<file path="config.mk">
export PLATFORM = sky130hd
export DESIGN_NAME = tlb_match_pipe_flat
export DESIGN_NICKNAME = d
export VERILOG_FILES = /design/src/rtl/tlb_match_pipe_if.sv /design/src/rtl/tlb_match_pipe.sv /design/src/flat_wrapper.sv
export SDC_FILE = /design/constraint.sdc
export NUM_CORES = 1
export LEC_CHECK = 0
export ABC_AREA = 1
export CORE_ASPECT_RATIO = 1.4
export CORE_UTILIZATION = 25
export DETAILED_ROUTE_END_ITERATION = 10
export PLACE_DENSITY = 0.44
export SLEW_MARGIN = 20
export SYNTH_ARGS = -nofsm -noshare
export SYNTH_HDL_FRONTEND = slang
export SYNTH_SLANG_ARGS = --single-unit
</file>
<file path="constraint.sdc">
create_clock -name clk -period 4.8 [get_ports clk]
set_clock_uncertainty 0.15 [all_clocks]
set_input_delay 0.96 -clock clk [delete_from_list [all_inputs] [get_ports clk]]
set_output_delay 0.96 -clock clk [all_outputs]
set_load 0.1 [all_outputs]
</file>
<file path="src/rtl/tlb_match_pipe_if.sv">
// ----------------------------------------------------------------------------
// tlb_match_pipe_if
// Bundles the three groups of signals of the TLB lookup pipe:
//   search request  : s_valid, s_ready, s_vppn, s_asid
//   search result   : r_valid, r_ready, r_found, r_multi, r_index, r_ppn
//   entry maintenance: we, w_index, w_e, w_g, w_vppn, w_asid, w_ppn, inv_all
// modport slave  : the TLB side (receives searches and writes, produces results)
// modport master : the requester side (EX-stage generator / MEM-stage consumer / TLB writer)
// ----------------------------------------------------------------------------
interface tlb_match_pipe_if #(
    parameter int VPPN_W = 19,
    parameter int ASID_W = 10,
    parameter int PPN_W  = 20
);
    // search request
    logic              s_valid;
    logic              s_ready;
    logic [VPPN_W-1:0] s_vppn;
    logic [ASID_W-1:0] s_asid;

    // search result
    logic              r_valid;
    logic              r_ready;
    logic              r_found;
    logic              r_multi;
    logic [3:0]        r_index;
    logic [PPN_W-1:0]  r_ppn;

    // entry write / invalidate
    logic              we;
    logic [3:0]        w_index;
    logic              w_e;
    logic              w_g;
    logic [VPPN_W-1:0] w_vppn;
    logic [ASID_W-1:0] w_asid;
    logic [PPN_W-1:0]  w_ppn;
    logic              inv_all;

    modport slave (
        input  s_valid, s_vppn, s_asid,
        output s_ready,
        output r_valid, r_found, r_multi, r_index, r_ppn,
        input  r_ready,
        input  we, w_index, w_e, w_g, w_vppn, w_asid, w_ppn, inv_all
    );

    modport master (
        output s_valid, s_vppn, s_asid,
        input  s_ready,
        input  r_valid, r_found, r_multi, r_index, r_ppn,
        output r_ready,
        output we, w_index, w_e, w_g, w_vppn, w_asid, w_ppn, inv_all
    );
endinterface

</file>
<file path="src/rtl/tlb_match_pipe.sv">
// ----------------------------------------------------------------------------
// tlb_match_pipe
// 16-entry fully-associative TLB lookup with a two-stage valid/ready pipeline.
//   Stage A captures the one-hot match vector and the OR-selected PPN.
//   Stage B turns the match vector into found / multi / encoded index and
//   drives the result outputs.
// Ports:
//   clk    in  rising-edge clock
//   reset  in  synchronous active-high reset
//   bus    slave modport of tlb_match_pipe_if (search, result, entry write)
// ----------------------------------------------------------------------------
module tlb_match_pipe #(
    parameter int TLBNUM = 16,
    parameter int VPPN_W = 19,
    parameter int ASID_W = 10,
    parameter int PPN_W  = 20
) (
    input  logic            clk,
    input  logic            reset,
    tlb_match_pipe_if.slave bus
);

    localparam int IDX_W = 4;

    // ------------------------------------------------------------------
    // Helpers
    // ------------------------------------------------------------------

    // OR-encode a one-hot vector into an index, same convention as the
    // shared 16->4 encoder: with several bits set the result is the OR of
    // their indices, with none set it is zero.
    function automatic logic [IDX_W-1:0] or_encode(input logic [TLBNUM-1:0] m);
        logic [IDX_W-1:0] idx;
        idx = {IDX_W{1'b0}};
        for (int i = 0; i < TLBNUM; i++) begin
            idx = idx | ({IDX_W{m[i]}} & IDX_W'(i));
        end
        return idx;
    endfunction

    // True when more than one bit is set: clearing the lowest set bit
    // leaves something behind only if a second bit existed.
    function automatic logic multi_hit(input logic [TLBNUM-1:0] m);
        return (m & (m - {{(TLBNUM-1){1'b0}}, 1'b1})) != {TLBNUM{1'b0}};
    endfunction

    // ------------------------------------------------------------------
    // Entry storage
    // ------------------------------------------------------------------
    logic [TLBNUM-1:0] e_r;
    logic [TLBNUM-1:0] g_r;
    logic [VPPN_W-1:0] vppn_r [TLBNUM];
    logic [ASID_W-1:0] asid_r [TLBNUM];
    logic [PPN_W-1:0]  ppn_r  [TLBNUM];

    logic [TLBNUM-1:0] wr_sel_s;
    logic [TLBNUM-1:0] e_nxt_s;

    // Write-select decode and next e bits; a write to an entry wins over
    // a simultaneous invalidate-all for that entry.
    always_comb begin
        wr_sel_s = {TLBNUM{1'b0}};
        e_nxt_s  = e_r;
        for (int i = 0; i < TLBNUM; i++) begin
            wr_sel_s[i] = bus.we && (bus.w_index == IDX_W'(i));
            if (wr_sel_s[i]) begin
                e_nxt_s[i] = bus.w_e;
            end else if (bus.inv_all) begin
                e_nxt_s[i] = 1'b0;
            end else begin
                e_nxt_s[i] = e_r[i];
            end
        end
    end

    // Entry exists bits: the only entry state that reset has to clear.
    always_ff @(posedge clk) begin
        if (reset) begin
            e_r <= {TLBNUM{1'b0}};
        end else begin
            e_r <= e_nxt_s;
        end
    end

    // Entry payload; meaningless while the e bit is clear, so not reset.
    always_ff @(posedge clk) begin
        for (int i = 0; i < TLBNUM; i++) begin
            if (wr_sel_s[i]) begin
                g_r[i]    <= bus.w_g;
                vppn_r[i] <= bus.w_vppn;
                asid_r[i] <= bus.w_asid;
                ppn_r[i]  <= bus.w_ppn;
            end
        end
    end

    // ------------------------------------------------------------------
    // Match against the entries as they stand before the edge
    // ------------------------------------------------------------------
    logic [TLBNUM-1:0] match_s;
    logic [PPN_W-1:0]  sel_ppn_s;

    // Per-entry compare and OR-select of the hit PPN.
    always_comb begin
        match_s   = {TLBNUM{1'b0}};
        sel_ppn_s = {PPN_W{1'b0}};
        for (int i = 0; i < TLBNUM; i++) begin
            match_s[i] = e_r[i]
                      && (vppn_r[i] == bus.s_vppn)
                      && (g_r[i] || (asid_r[i] == bus.s_asid));
            sel_ppn_s  = sel_ppn_s | ({PPN_W{match_s[i]}} & ppn_r[i]);
        end
    end

    // ------------------------------------------------------------------
    // Pipeline control
    // ------------------------------------------------------------------
    logic              a_valid_r;
    logic [TLBNUM-1:0] a_match_r;
    logic [PPN_W-1:0]  a_ppn_r;

    logic              b_valid_r;
    logic              b_found_r;
    logic              b_multi_r;
    logic [IDX_W-1:0]  b_index_r;
    logic [PPN_W-1:0]  b_ppn_r;

    logic              b_adv_s;
    logic              s_ready_s;

    // B can take new data when empty or being drained; A can take a new
    // request when empty or when its content moves on into B.
    always_comb begin
        b_adv_s   = !b_valid_r || bus.r_ready;
        s_ready_s = !a_valid_r || b_adv_s;
    end

    // Stage A: load on every cycle it is free to move; data only on accept.
    always_ff @(posedge clk) begin
        if (reset) begin
            a_valid_r <= 1'b0;
            a_match_r <= {TLBNUM{1'b0}};
            a_ppn_r   <= {PPN_W{1'b0}};
        end else if (s_ready_s) begin
            a_valid_r <= bus.s_valid;
            if (bus.s_valid) begin
                a_match_r <= match_s;
                a_ppn_r   <= sel_ppn_s;
            end
        end
    end

    // Stage B: reduce the match vector to the result fields. When A is
    // empty only the valid bit drops; the data fields keep their value.
    always_ff @(posedge clk) begin
        if (reset) begin
            b_valid_r <= 1'b0;
            b_found_r <= 1'b0;
            b_multi_r <= 1'b0;
            b_index_r <= {IDX_W{1'b0}};
            b_ppn_r   <= {PPN_W{1'b0}};
        end else if (b_adv_s) begin
            b_valid_r <= a_valid_r;
            if (a_valid_r) begin
                b_found_r <= |a_match_r;
                b_multi_r <= multi_hit(a_match_r);
                b_index_r <= or_encode(a_match_r);
                b_ppn_r   <= a_ppn_r;
            end
        end
    end

    // ------------------------------------------------------------------
    // Outputs
    // ------------------------------------------------------------------
    assign bus.s_ready = s_ready_s;
    assign bus.r_valid = b_valid_r;
    assign bus.r_found = b_found_r;
    assign bus.r_multi = b_multi_r;
    assign bus.r_index = b_index_r;
    assign bus.r_ppn   = b_ppn_r;

endmodule

</file>
<file path="src/flat_wrapper.sv">
// flat-port wrapper written by rule: the top's interface ports become plain ports
module tlb_match_pipe_flat 
#(
    parameter int TLBNUM = 16,
    parameter int VPPN_W = 19,
    parameter int ASID_W = 10,
    parameter int PPN_W  = 20
)
  (clk, reset, bus_s_valid, bus_s_vppn, bus_s_asid, bus_s_ready, bus_r_valid, bus_r_found, bus_r_multi, bus_r_index, bus_r_ppn, bus_r_ready, bus_we, bus_w_index, bus_w_e, bus_w_g, bus_w_vppn, bus_w_asid, bus_w_ppn, bus_inv_all);
  tlb_match_pipe_if #(.VPPN_W(VPPN_W), .ASID_W(ASID_W), .PPN_W(PPN_W)) bus_i ();
  input  logic clk;
  input  logic reset;
  input wire logic [$bits(bus_i.s_valid)-1:0] bus_s_valid;
  input wire logic [$bits(bus_i.s_vppn)-1:0] bus_s_vppn;
  input wire logic [$bits(bus_i.s_asid)-1:0] bus_s_asid;
  output wire logic [$bits(bus_i.s_ready)-1:0] bus_s_ready;
  output wire logic [$bits(bus_i.r_valid)-1:0] bus_r_valid;
  output wire logic [$bits(bus_i.r_found)-1:0] bus_r_found;
  output wire logic [$bits(bus_i.r_multi)-1:0] bus_r_multi;
  output wire logic [$bits(bus_i.r_index)-1:0] bus_r_index;
  output wire logic [$bits(bus_i.r_ppn)-1:0] bus_r_ppn;
  input wire logic [$bits(bus_i.r_ready)-1:0] bus_r_ready;
  input wire logic [$bits(bus_i.we)-1:0] bus_we;
  input wire logic [$bits(bus_i.w_index)-1:0] bus_w_index;
  input wire logic [$bits(bus_i.w_e)-1:0] bus_w_e;
  input wire logic [$bits(bus_i.w_g)-1:0] bus_w_g;
  input wire logic [$bits(bus_i.w_vppn)-1:0] bus_w_vppn;
  input wire logic [$bits(bus_i.w_asid)-1:0] bus_w_asid;
  input wire logic [$bits(bus_i.w_ppn)-1:0] bus_w_ppn;
  input wire logic [$bits(bus_i.inv_all)-1:0] bus_inv_all;
  assign bus_i.s_valid = bus_s_valid;
  assign bus_i.s_vppn = bus_s_vppn;
  assign bus_i.s_asid = bus_s_asid;
  assign bus_s_ready = bus_i.s_ready;
  assign bus_r_valid = bus_i.r_valid;
  assign bus_r_found = bus_i.r_found;
  assign bus_r_multi = bus_i.r_multi;
  assign bus_r_index = bus_i.r_index;
  assign bus_r_ppn = bus_i.r_ppn;
  assign bus_i.r_ready = bus_r_ready;
  assign bus_i.we = bus_we;
  assign bus_i.w_index = bus_w_index;
  assign bus_i.w_e = bus_w_e;
  assign bus_i.w_g = bus_w_g;
  assign bus_i.w_vppn = bus_w_vppn;
  assign bus_i.w_asid = bus_w_asid;
  assign bus_i.w_ppn = bus_w_ppn;
  assign bus_i.inv_all = bus_inv_all;
  tlb_match_pipe #(.TLBNUM(TLBNUM), .VPPN_W(VPPN_W), .ASID_W(ASID_W), .PPN_W(PPN_W)) u_core (.clk(clk), .reset(reset), .bus(bus_i));
endmodule
</file>
# Yosys cells after proc, flatten, opt, wreduce, memory -nomap -nowiden
# Memory sizes are Yosys's and may differ from the RTL's.
# Index checks and enable logic that the tools add are counted.
[word_totals]
regBits = 96
ram_bits = 784
input_bits = 90
output_inout_bits = 28
memories = 3
[memory_table]
columns = ["memory", "depth", "word_bits", "read_ports", "rd_ports_with_merged_regs", "wr", "line", "rtl"]
rows = [
  ["u_core.ppn_r", 16, 20, 16, 0, 1, "tlb_match_pipe.sv:54", "logic [PPN_W-1:0] ppn_r [TLBNUM];"],
  ["u_core.vppn_r", 16, 19, 16, 0, 1, "tlb_match_pipe.sv:52", "logic [VPPN_W-1:0] vppn_r [TLBNUM];"],
  ["u_core.asid_r", 16, 10, 16, 0, 1, "tlb_match_pipe.sv:53", "logic [ASID_W-1:0] asid_r [TLBNUM];"],
]
[op_classes]
n_addsub = 1
n_eq_ne = 47
mux = 184
bitwise = 46
n_reduce_logical = 134
[ops]
columns = ["op", "count"]
rows = [
  ["bitwise AND 20 bit", 16],
  ["equality test 19 bit", 16],
  ["2-to-1 mux 20 bit", 15],
  ["bitwise OR 20 bit", 15],
  ["OR reduction 20 bit", 15],
  ["2-to-1 mux 19 bit", 15],
  ["OR reduction 19 bit", 15],
  ["2-to-1 mux 4 bit", 45],
  ["equality test 10 bit", 16],
  ["2-to-1 mux 10 bit", 15],
  ["OR reduction 10 bit", 15],
  ["2-to-1 mux 1 bit", 94],
  ["logical AND 1 bit", 48],
  ["equality test 4 bit (second input constant)", 8],
  ["bitwise OR 4 bit", 8],
  ["nonzero test 2 bit", 16],
  ["logical OR 1 bit", 18],
  ["bitwise AND 16 bit", 1],
  ["equality test 4 x 3 -> 1 bit (second input constant)", 4],
  ["bitwise OR 4 x 3 -> 4 bit", 4],
  ["nonzero test 16 bit", 1],
  ["OR reduction 16 bit", 1],
  ["subtractor 16 x 1 -> 16 bit (second input constant)", 1],
  ["equality test 4 x 2 -> 1 bit (second input constant)", 2],
  ["other kinds (6)", 8],
]

# Longest topological paths before layout
# Gate-level depths: netlist of the first run.
[logic_depth]
depth_word = 20
mapped_depth = 17

# Worst setup path before layout of the first run
# Ideal clock, no wire load.
[synth_path]
path_kind = "input-to-reg"
start = "in bus_w_index[0]"
end = "mem u_core.asid_r[5][0], in the netlist u_core.asid_r[0][50] (enable)"
setup_time_ns = 0.459
t_arrival_ns = 3.383
path_slack_ns = 0.808
cell_stages = 4
n_path_buf = 0
path_cell_list = "inv_1 nor2_1 nand2_1 nor2_1"
[synth_between]
elab_cells_between_ends = 109
[synth_lines]
columns = ["element", "line", "rtl"]
rows = [
  ["start, declared", "flat_wrapper.sv:24", "input wire logic [$bits(bus_i.w_index)-1:0] bus_w_index;"],
  ["equality test 4 x 3 -> 1 bit (*)", "tlb_match_pipe.sv:65", "wr_sel_s[i] = bus.we && (bus.w_index == IDX_W'(i));"],
  ["logical AND 1 bit (*)", "tlb_match_pipe.sv:65", ""],
  ["via u_core.wr_sel_s[5]", "tlb_match_pipe.sv:56", "logic [TLBNUM-1:0] wr_sel_s;"],
  ["2-to-1 mux 1 bit (*)", "tlb_match_pipe.sv:88", "if (wr_sel_s[i]) begin"],
  ["2-to-1 mux 1 bit (not written as such) (*)", "tlb_match_pipe.sv:91", "asid_r[i] <= bus.w_asid;"],
  ["OR reduction 10 bit (no source line)", "--", ""],
  ["2-to-1 mux 4 bit (no source line) or 2-to-1 mux 1 bit (tied branches) (11 in series)", "--", ""],
  ["end, declared", "tlb_match_pipe.sv:53", ""],
]
# The timed path passes the listed nets; every way through them passes the cells marked *.

# Final worst setup path of the first run
[layout_path]
start = "in bus_s_vppn[6]"
end = "reg u_core.a_ppn_r[2]"
[layout_between]
elab_chain_len = 19
elab_cells_between_ends = 79
[layout_rtl]
columns = ["element", "line", "rtl"]
rows = [
  ["start, declared", "flat_wrapper.sv:14", "input wire logic [$bits(bus_i.s_vppn)-1:0] bus_s_vppn;"],
  ["equality test 19 bit", "tlb_match_pipe.sv:109", "&& (vppn_r[i] == bus.s_vppn)"],
  ["logical AND 1 bit", "tlb_match_pipe.sv:109", ""],
  ["logical AND 1 bit", "tlb_match_pipe.sv:110", "&& (g_r[i] || (asid_r[i] == bus.s_asid));"],
  ["bitwise AND 20 bit", "tlb_match_pipe.sv:111", "sel_ppn_s = sel_ppn_s | ({PPN_W{match_s[i]}} & ppn_r[i]);"],
  ["bitwise OR 20 bit (14 in series)", "tlb_match_pipe.sv:111", ""],
  ["bitwise OR 20 bit (*)", "tlb_match_pipe.sv:111", ""],
  ["end signal, assigned", "tlb_match_pipe.sv:143", "a_ppn_r <= {PPN_W{1'b0}};"],
  ["end signal, assigned", "tlb_match_pipe.sv:148", "a_ppn_r <= sel_ppn_s;"],
  ["end, declared", "tlb_match_pipe.sv:120", "logic [PPN_W-1:0] a_ppn_r;"],
]
# Mark *: on every way between the ends. The rest lies on a longest branch, timed or not.
# A chain may end at the register's enable or synchronous reset.

==> results of run 1 <==
==> cells in the mapped netlist (31+ instances only) <==
| master | count |
|---|---|
| sky130_fd_sc_hd__nor3_1 | 31 |
| sky130_fd_sc_hd__xor2_1 | 39 |
| sky130_fd_sc_hd__buf_2 | 58 |
| sky130_fd_sc_hd__dfxtp_1 | 80 |
| sky130_fd_sc_hd__edfxtp_1 | 800 |
| sky130_fd_sc_hd__nand2_1 | 1004 |
| sky130_fd_sc_hd__buf_4 | 52 |
| sky130_fd_sc_hd__o21ai_0 | 81 |
| sky130_fd_sc_hd__a21oi_1 | 39 |
| sky130_fd_sc_hd__xnor2_1 | 143 |
| sky130_fd_sc_hd__nand3_1 | 371 |
| sky130_fd_sc_hd__nor2_1 | 367 |
| sky130_fd_sc_hd__nand4_1 | 44 |
| sky130_fd_sc_hd__inv_1 | 362 |
==> cells by family after synthesis <==
family                 Yosys count  synth area share, %
AND/OR/NAND/NOR               1859                 20.2
flip-flops                     880                 67.1
buffers and inverters          531                 6.20
XOR/XNOR                       182                 4.18
AO/OA/AOI/OAI                  155                 2.23
==> tightest hold or removal path: stages (launching register included) <==
cell	delay, ns
sky130_fd_sc_hd__dfxtp_1	0.33
sky130_fd_sc_hd__nor2_1	0.05
sky130_fd_sc_hd__nor2_1	0.08
==> flip-flops by register name (all words and copies together), names as in the netlist <==
signal              count
u_core.bus.r_valid      1
u_core.vppn_r         304
u_core.bus.r_multi      1
u_core.a_match_r       16
u_core.ppn_r          320
u_core.g_r             16
u_core.asid_r         160
u_core.a_ppn_r         20
u_core.bus.r_index      4
u_core.bus.r_found      1
u_core.bus.r_ppn       20
u_core.e_r             16
u_core.a_valid_r        1
==> final timing paths <==
check	endpoint	startpoint	slack, ns
max	u_core.a_ppn_r[2]	bus_s_vppn[6]	1.27
max reg2reg	u_core.a_ppn_r[2]	u_core.vppn_r[1][133]	2.13
min	u_core.bus.r_ppn[18]	u_core.a_ppn_r[18]	0.32
min reg2reg	u_core.bus.r_ppn[18]	u_core.a_ppn_r[18]	0.32
==> layout make-up <==
type	count	area (sq um)
Fill cell	15509	107000
Sequential cell	880	25600
Multi-Input combinational cell	2196	10300
Clock buffer	119	2460
Tap cell	1966	2460
Timing Repair Buffer	235	2280
Inverter	382	1440
Clock inverter	36	374
Antenna cell	1	2.50
==> where the power goes <==
group	total (mW)	internal (mW)	switching [mW]	leakage, nW
Clock	7.05	3.93	3.11	1.39
Combinational	1.17	0.321	0.850	7.98
Sequential	8.61	8.53	0.0762	7.88
Total	16.8	12.8	4.04	17.3
==> per-layer routing <==
| layer | wire length, um | vias to the layer above | global-route usage [%] |
|---|---|---|---|
| met5 | 59 | - | 0 |
| met1 | 55900 | 12953 | 21.1 |
| met2 | 71800 | 732 | 32.7 |
| li1 | - | 12248 | - |
| met4 | 3740 | 10 | 5.74 |
| met3 | 6520 | 195 | 2.21 |
==> metrics by stage <==
| stage | hold WS [ns] | setup slack (ns) | power, mW | cells |
|---|---|---|---|---|
| floorplan | 0.300 | 0.808 | 9.38 | 3607 |
| global placement | 0.312 | 0.590 | 9.96 | 5659 |
| detailed placement | 0.321 | 0.540 | 9.96 | 5659 |
| CTS | 0.320 | 1.30 | 17.0 | 5814 |
| global route | 0.361 | 1.09 | 17.3 | 5815 |
| finish | 0.322 | 1.27 | 16.8 | 5815 |
==> results list, run 1 <==
- The run finished with clean final reports.
- Series of cell instances along the critical path: clkdlybuf4s50_1 > buf_4 > nand2_1 > nand2_1 > inv_1 > nand2_1 > nor2_1 > nand3_1 > nor2_2 > nand2_2 > buf_4 > nor2_1 > nor2_1 > nand3_1 > nor2_1 > nor2_1
* Yosys top cell by area: sky130_fd_sc_hd__edfxtp_1
- Num Clock Sinks: 880
- Most common library cell in the layout ignoring fill and taps: sky130_fd_sc_hd__nand2_1
- The first global-routing pass estimated 194000 um of wire.
- The area growth from synthesis to layout is 17.8%.
- The tree is rooted in a sky130_fd_sc_hd__clkbuf_16.
* Syn_nets: 3697
- The final layout contains 3875 nets.
- Static Leakage: 17.3 nW
* Number of buffers added for setup after CTS: 0
- After legalization and detailed placement, the total HPWL measured 86100 um.
* Number of buffers on the longest clock path: 3
- Unrepaired setup endpoints after global routing: false
* Final number of setup-violating endpoints: 0
- Bufs and invs on worst path: 4
* CP max FO: 8
- Count of cell types in the netlist: 34
- The post-route netlist has 8.60% of its cells at a drive strength greater than 1.
* Num ports: 118
- Power per Cell Area: 374 mW/mm^2
- The floorplan step set the die width to 332 um.
* Count of routing violations after the opening detailed-route iteration: 2153
- The count of nets left with antenna violations once routing finished came out at 0.
- Based on the critical path, the design can be clocked at up to 283 MHz.
* Final Hold Violating Endpoints: 0
- Final routed wire length divided by cell count: 23.7 um
* Number of buffers created by CTS: 90
* Hold_buf cts: 0
* Synth Register Bits: 880
- Most frequent cell on the critical path: sky130_fd_sc_hd__nor2_1
* Number of flops mapped to enable cells by yosys: 800
- Residual overflow from global routing: 0
- Clock tree from TritonCTS: built
- Synthesis warning total: 0
* Tot GR Track Use: 17.7%
- Top post-synthesis cells by area: sky130_fd_sc_hd__edfxtp_1, sky130_fd_sc_hd__nand2_1, sky130_fd_sc_hd__nand3_1
- Slew at the pin with the worst max-slew slack: 1.19 ns
- Routability-driven placement finished with a final weighted congestion of 0.853.
- For the worst setup path, the data required time is 5.29 ns.
* Type of the worst setup path: in2reg
- Standard cell with the maximum stage delay on the critical path: sky130_fd_sc_hd__clkdlybuf4s50_1
* Vias: 26138
- For this run, the register share of the synthesized area comes to 67.1%.
- The path class of the tightest hold or removal check is reg2reg.
* Max-slew headroom: 20.2%
* Total number of H-tree levels: 3
- Summed over its instances, the top area cell type makes up 62.9% of the synthesized netlist area.
- The routed design could run at a clock period as short as 3.53 ns.
- Placement Rows: 169
- Maximum single-stage delay on the critical path: 0.71 ns
- STA classifies the critical path startpoint as a primary input.
- Entering global routing, the biggest net connects 56 pins.
- Number of global-route vias before repair: 26079
* Final Max Tran Viols: 0
- Sort of element at the end of the critical path: register
- Clock latency on the worst-skew pair, taken at its later pin, is 0.70 ns.
- Post-synth ARST share: 0%
* Cell area after synthesis: 0.0382 sq mm
* Cell count along the critical path: 16
* Starting density of the core: 25.2%
* Router iterations before antenna repair: 5
- Total Neg Setup Slack: 0 ns
- Of the available clock period, the critical path in the final layout requires 73.6%.
- The core region is 0.152 sq mm.
- Synthesized netlist cell count: 3607
* Util after Layout: 29.6%
* Number of port buffers: 117
* Syn_area_per_cell: 10.6 sq um
- Leaving out fill and tap cells, the most frequent cells in the layout are sky130_fd_sc_hd__nand2_1, sky130_fd_sc_hd__edfxtp_1, sky130_fd_sc_hd__nand3_1.
- Height of the die: 464 um
- Grouping stages by cell kind, the critical path spends the most delay in simple AND/OR/NAND/NOR gates.
- For this run, design rule violations remaining after detail routing come to 0.
- Across the VDD grid, the largest voltage drop is 0.000255 V.
- The worst hold path was traced through 2 stages.
* Post-place instance area: 0.0421 sq mm
* Arr. time, crit path: 4.03 ns
- Total wirelength of the detailed-routed design: 138000 um
* Area of the die: 0.154 sq mm
* Final cell area excluding filler cells: 0.0449 sq mm
- In this run, post-CTS repair resized a total of 0 instances.
- The worst register-to-register path has a depth of 14.
* Initial antenna violation count: 9
* MaxCap Viol Count: 0
- Via/cell ratio: 4.49
- Clock-pin slew was measured on the worst setup and hold paths at 0.06 ns.
- Top flip-flop cell by instance count after synthesis: sky130_fd_sc_hd__edfxtp_1
Power figures use the tool's default switching activity.
==> inputs of run 2 (changes only) <==
- clock period: 4.8 -> 3.5 ns (I/O delays scaled with it)
==> run 2 against run 1 <==
Total power is 39% higher. Sequential cell count unchanged. Sequential power increased by 37%. Non-clock buffer count is 77 higher. Setup slack worse by 0.83 ns. Sequential share of layout area fell by 1.7 points. Cell area grew 3.0%. Largest power group unchanged. Combinational power is 45% higher.
==> results list, run 2 (synthesis results as in run 1) <==
* Outcome: finished, final reports clean
* Unrepaired setup endpoints after global routing: false
* Router iterations before antenna repair: 6
- Timing would allow up to 326 MHz.
- HPWL reported at the end of detailed placement: 89700 um
- Cells with a size suffix above 1 make up 11.1% of the layout.
- Net switching is 24.2% of the power.
- The final number of hold-violating endpoints was 0.
* Number of global-route vias before repair: 26236
- Per report_power, the clock group accounts for 42.3% of the total.
- Highest routed metal layer: met5
- Biggest regs: u_core.ppn_r x320, u_core.vppn_r x304, u_core.asid_r x160
- Max reg flops: 320
- VDD sags by at most 0.000328 V.
- Gate family responsible for the most delay along the worst path: simple AND/OR/NAND/NOR gates
- Internal power component: 17.8 mW
* Total wirelength of the detailed-routed design: 139000 um
* Count of routing violations after the opening detailed-route iteration: 2182
- Net switching power: 5.66 mW
- The H-tree was split into 3 levels.
- Row generation in the floorplan step produced 169 rows.
- Of the available clock period, the critical path in the final layout requires 87.6%.
* Initial antenna violation count: 12
- The number of hold buffers added after CTS was 0.
- Tot GR Track Use: 17.9%
- Sort of element at the end of the critical path: register
* Final number of setup-violating endpoints: 0
* Number of buffers on the longest clock path: 3
- Once the clock tree was built, the setup fixing pass inserted 0 buffers.
* Std-Cell Core Area: 0.152 sq mm
* Hold Crit Class: reg2reg
- Summing over every cut layer, the via total after detailed routing is 26395.
- After clock tree synthesis, the clock-pin slew on the worst setup and hold paths is 0.06 ns.
- The critical path goes through clkdlybuf4s50_1 > inv_2 > buf_12 > nand2_1 > nand2_1 > inv_1 > nand2_1 > nor2_1 > nand3_1 > nor2_2 > buf_12 > nand3_1 > nand2_1 > nor2_1 > nand3_1 > nor2_1 > nor2_1.
* Top reg by flops: u_core.ppn_r
* Met1 wire length: 55800 um
* Number of standard cells in the final layout excluding fillers: 5906
- Most common library cell in the layout ignoring fill and taps: sky130_fd_sc_hd__nand2_1
- Height of the die: 464 um
- Once layout is done, the placed cells without fillers occupy 0.0463 sq mm.
- At the end of routability-driven placement, the weighted congestion stood at 0.894.
- Util after Layout: 30.5%
- Standard cell with the maximum stage delay on the critical path: sky130_fd_sc_hd__clkdlybuf4s50_1
- The setup path with the least slack is of type in2reg.
- Root buffer selected by CTS: sky130_fd_sc_hd__clkbuf_16
* Met2 WL post-DR: 71600 um
* Final antenna-violating net count: 0
- Num Clock Sinks: 880
- For the worst setup path, the data arrival time is 3.54 ns.
- Total Neg Setup Slack: 0 ns
* Kind of start point of the critical path: primary input
- Wire length of the first global-routing pass: 196000 um
* Worst-Skew Late Latency: 0.71 ns
- The tool flagged a number of max-cap violations equal to 0.
- The share of total power dissipated in combinational logic is 7.3%.
- Setup slack closes at 0.433 ns.
- For the pin with the worst max-slew slack, the measured transition is 1.19 ns.
- Residual overflow from global routing: 0
- After clock tree synthesis, the repair step resized 0 gates.
- Summed over all nets, wire length on met3 after detailed routing comes to 6460 um.
- In this run the tightest slew margin relative to its limit is 20.7%.
- In the final routed layout, each cell accounts on average for 23.6 um.
- Data required time of the worst path: 3.97 ns
- Power per Cell Area: 506 mW/mm^2
* Count of nets after finishing: 3951
- In this run the tool buffered the top-level ports with 117 buffer cells.
- Maximum single-stage delay on the critical path: 0.63 ns
* Time the final worst path needs with I/O delays and setup: 3.07 ns
* Clock tree from TritonCTS: built
- Part of the total power dissipated in sequential elements: 50.4%
- Number of buffers created by CTS: 89
* Total Power Consumption: 23.4 mW
- Starting density of the core: 25.2%
- For this design the static power due to leakage is 17.9 nW.
- Using the TritonRoute via totals, the vias-per-cell ratio works out to 4.47.
- Area of the die: 0.154 sq mm
- Horizontal die dimension: 332 um
- Along the worst path, the maximum fanout reaches 21.
- Once placement completed, the tool counted placed cells totaling 5736.
- Post-place instance area: 0.0433 sq mm
- Commonest cells after routing, fill and taps aside: sky130_fd_sc_hd__nand2_1, sky130_fd_sc_hd__edfxtp_1, sky130_fd_sc_hd__nand3_1
- Minimum setup slack after placement: -0.254 ns
- Largest net degree at the start of global routing: 52
- The tightest hold path in the finished design has a slack of 0.331 ns.
* Syn-to-layout area delta: 21.3%
- Bufs and invs on worst path: 5
- Num ports: 118
- In the routed design, unresolved DRC markers number 0.
- Final Max Tran Viols: 0
==> run 2: changes by cell type in the layout (fill, tap and decap cells not counted), sizes merged, moves of 3 or more <==
cell           previous run  this run
buf                     124       223
clkdlybuf4s50           111        89
clkinv                   26        43
clkbuf                  119       113
inv                     386       381
bufinv                    6         9
clkinvlp                  0         3
==> run 2: cell type report <==
type                            count  area, sq um
Fill cell                       15380       105000
Sequential cell                   880        25600
Multi-Input combinational cell   2196        10300
Timing Repair Buffer              312         3500
Tap cell                         1966         2460
Clock buffer                      113         2390
Inverter                          382         1440
Clock inverter                     54          579
Antenna cell                        3         7.51
==> run 2: power by group through the flow <==
stage	logic, mW	clock network (mW)	registers (mW)
2_1_floorplan	0.697	0	12.2
3_3_place_gp	1.72	0	12.0
3_5_place_dp	1.72	0	12.0
4_1_cts	1.72	10.1	11.8
5_1_grt	1.82	10.5	11.8
6_report	1.70	9.91	11.8
==> run 2: final timing paths <==
| check | start | to | slack [ns] | depth (start not counted) |
|---|---|---|---|---|
| worst min register to register | u_core.a_ppn_r[6] | u_core.bus.r_ppn[6] | 0.33 | 2 |
| worst min-delay path | u_core.a_ppn_r[6] | u_core.bus.r_ppn[6] | 0.33 | 2 |
| worst max register to register | u_core.vppn_r[1][151] | u_core.a_ppn_r[14] | 0.83 | 12 |
| worst max-delay path | bus_s_vppn[4] | u_core.a_ppn_r[17] | 0.43 | 17 |
==> run 2: tightest hold or removal path, stage by stage, from the launching register on <==
cell	delay [ns]
sky130_fd_sc_hd__dfxtp_1	0.33
sky130_fd_sc_hd__nor2_1	0.05
sky130_fd_sc_hd__nor2_1	0.08
==> run 2: layer usage <==
layer / vias to the layer above / GRT usage (%)
li1: 12413 / -
met1: 13020 / 21.1
met2: 751 / 32.4
met3: 201 / 2.25
met4: 10 / 7.56
met5: - / 0
==> inputs of run 3 (changes only) <==
- SKIP_CTS_REPAIR_TIMING: unset -> 1
==> results of run 3 <==
The final DEF is identical to that of run 2; final timing and power are the same.
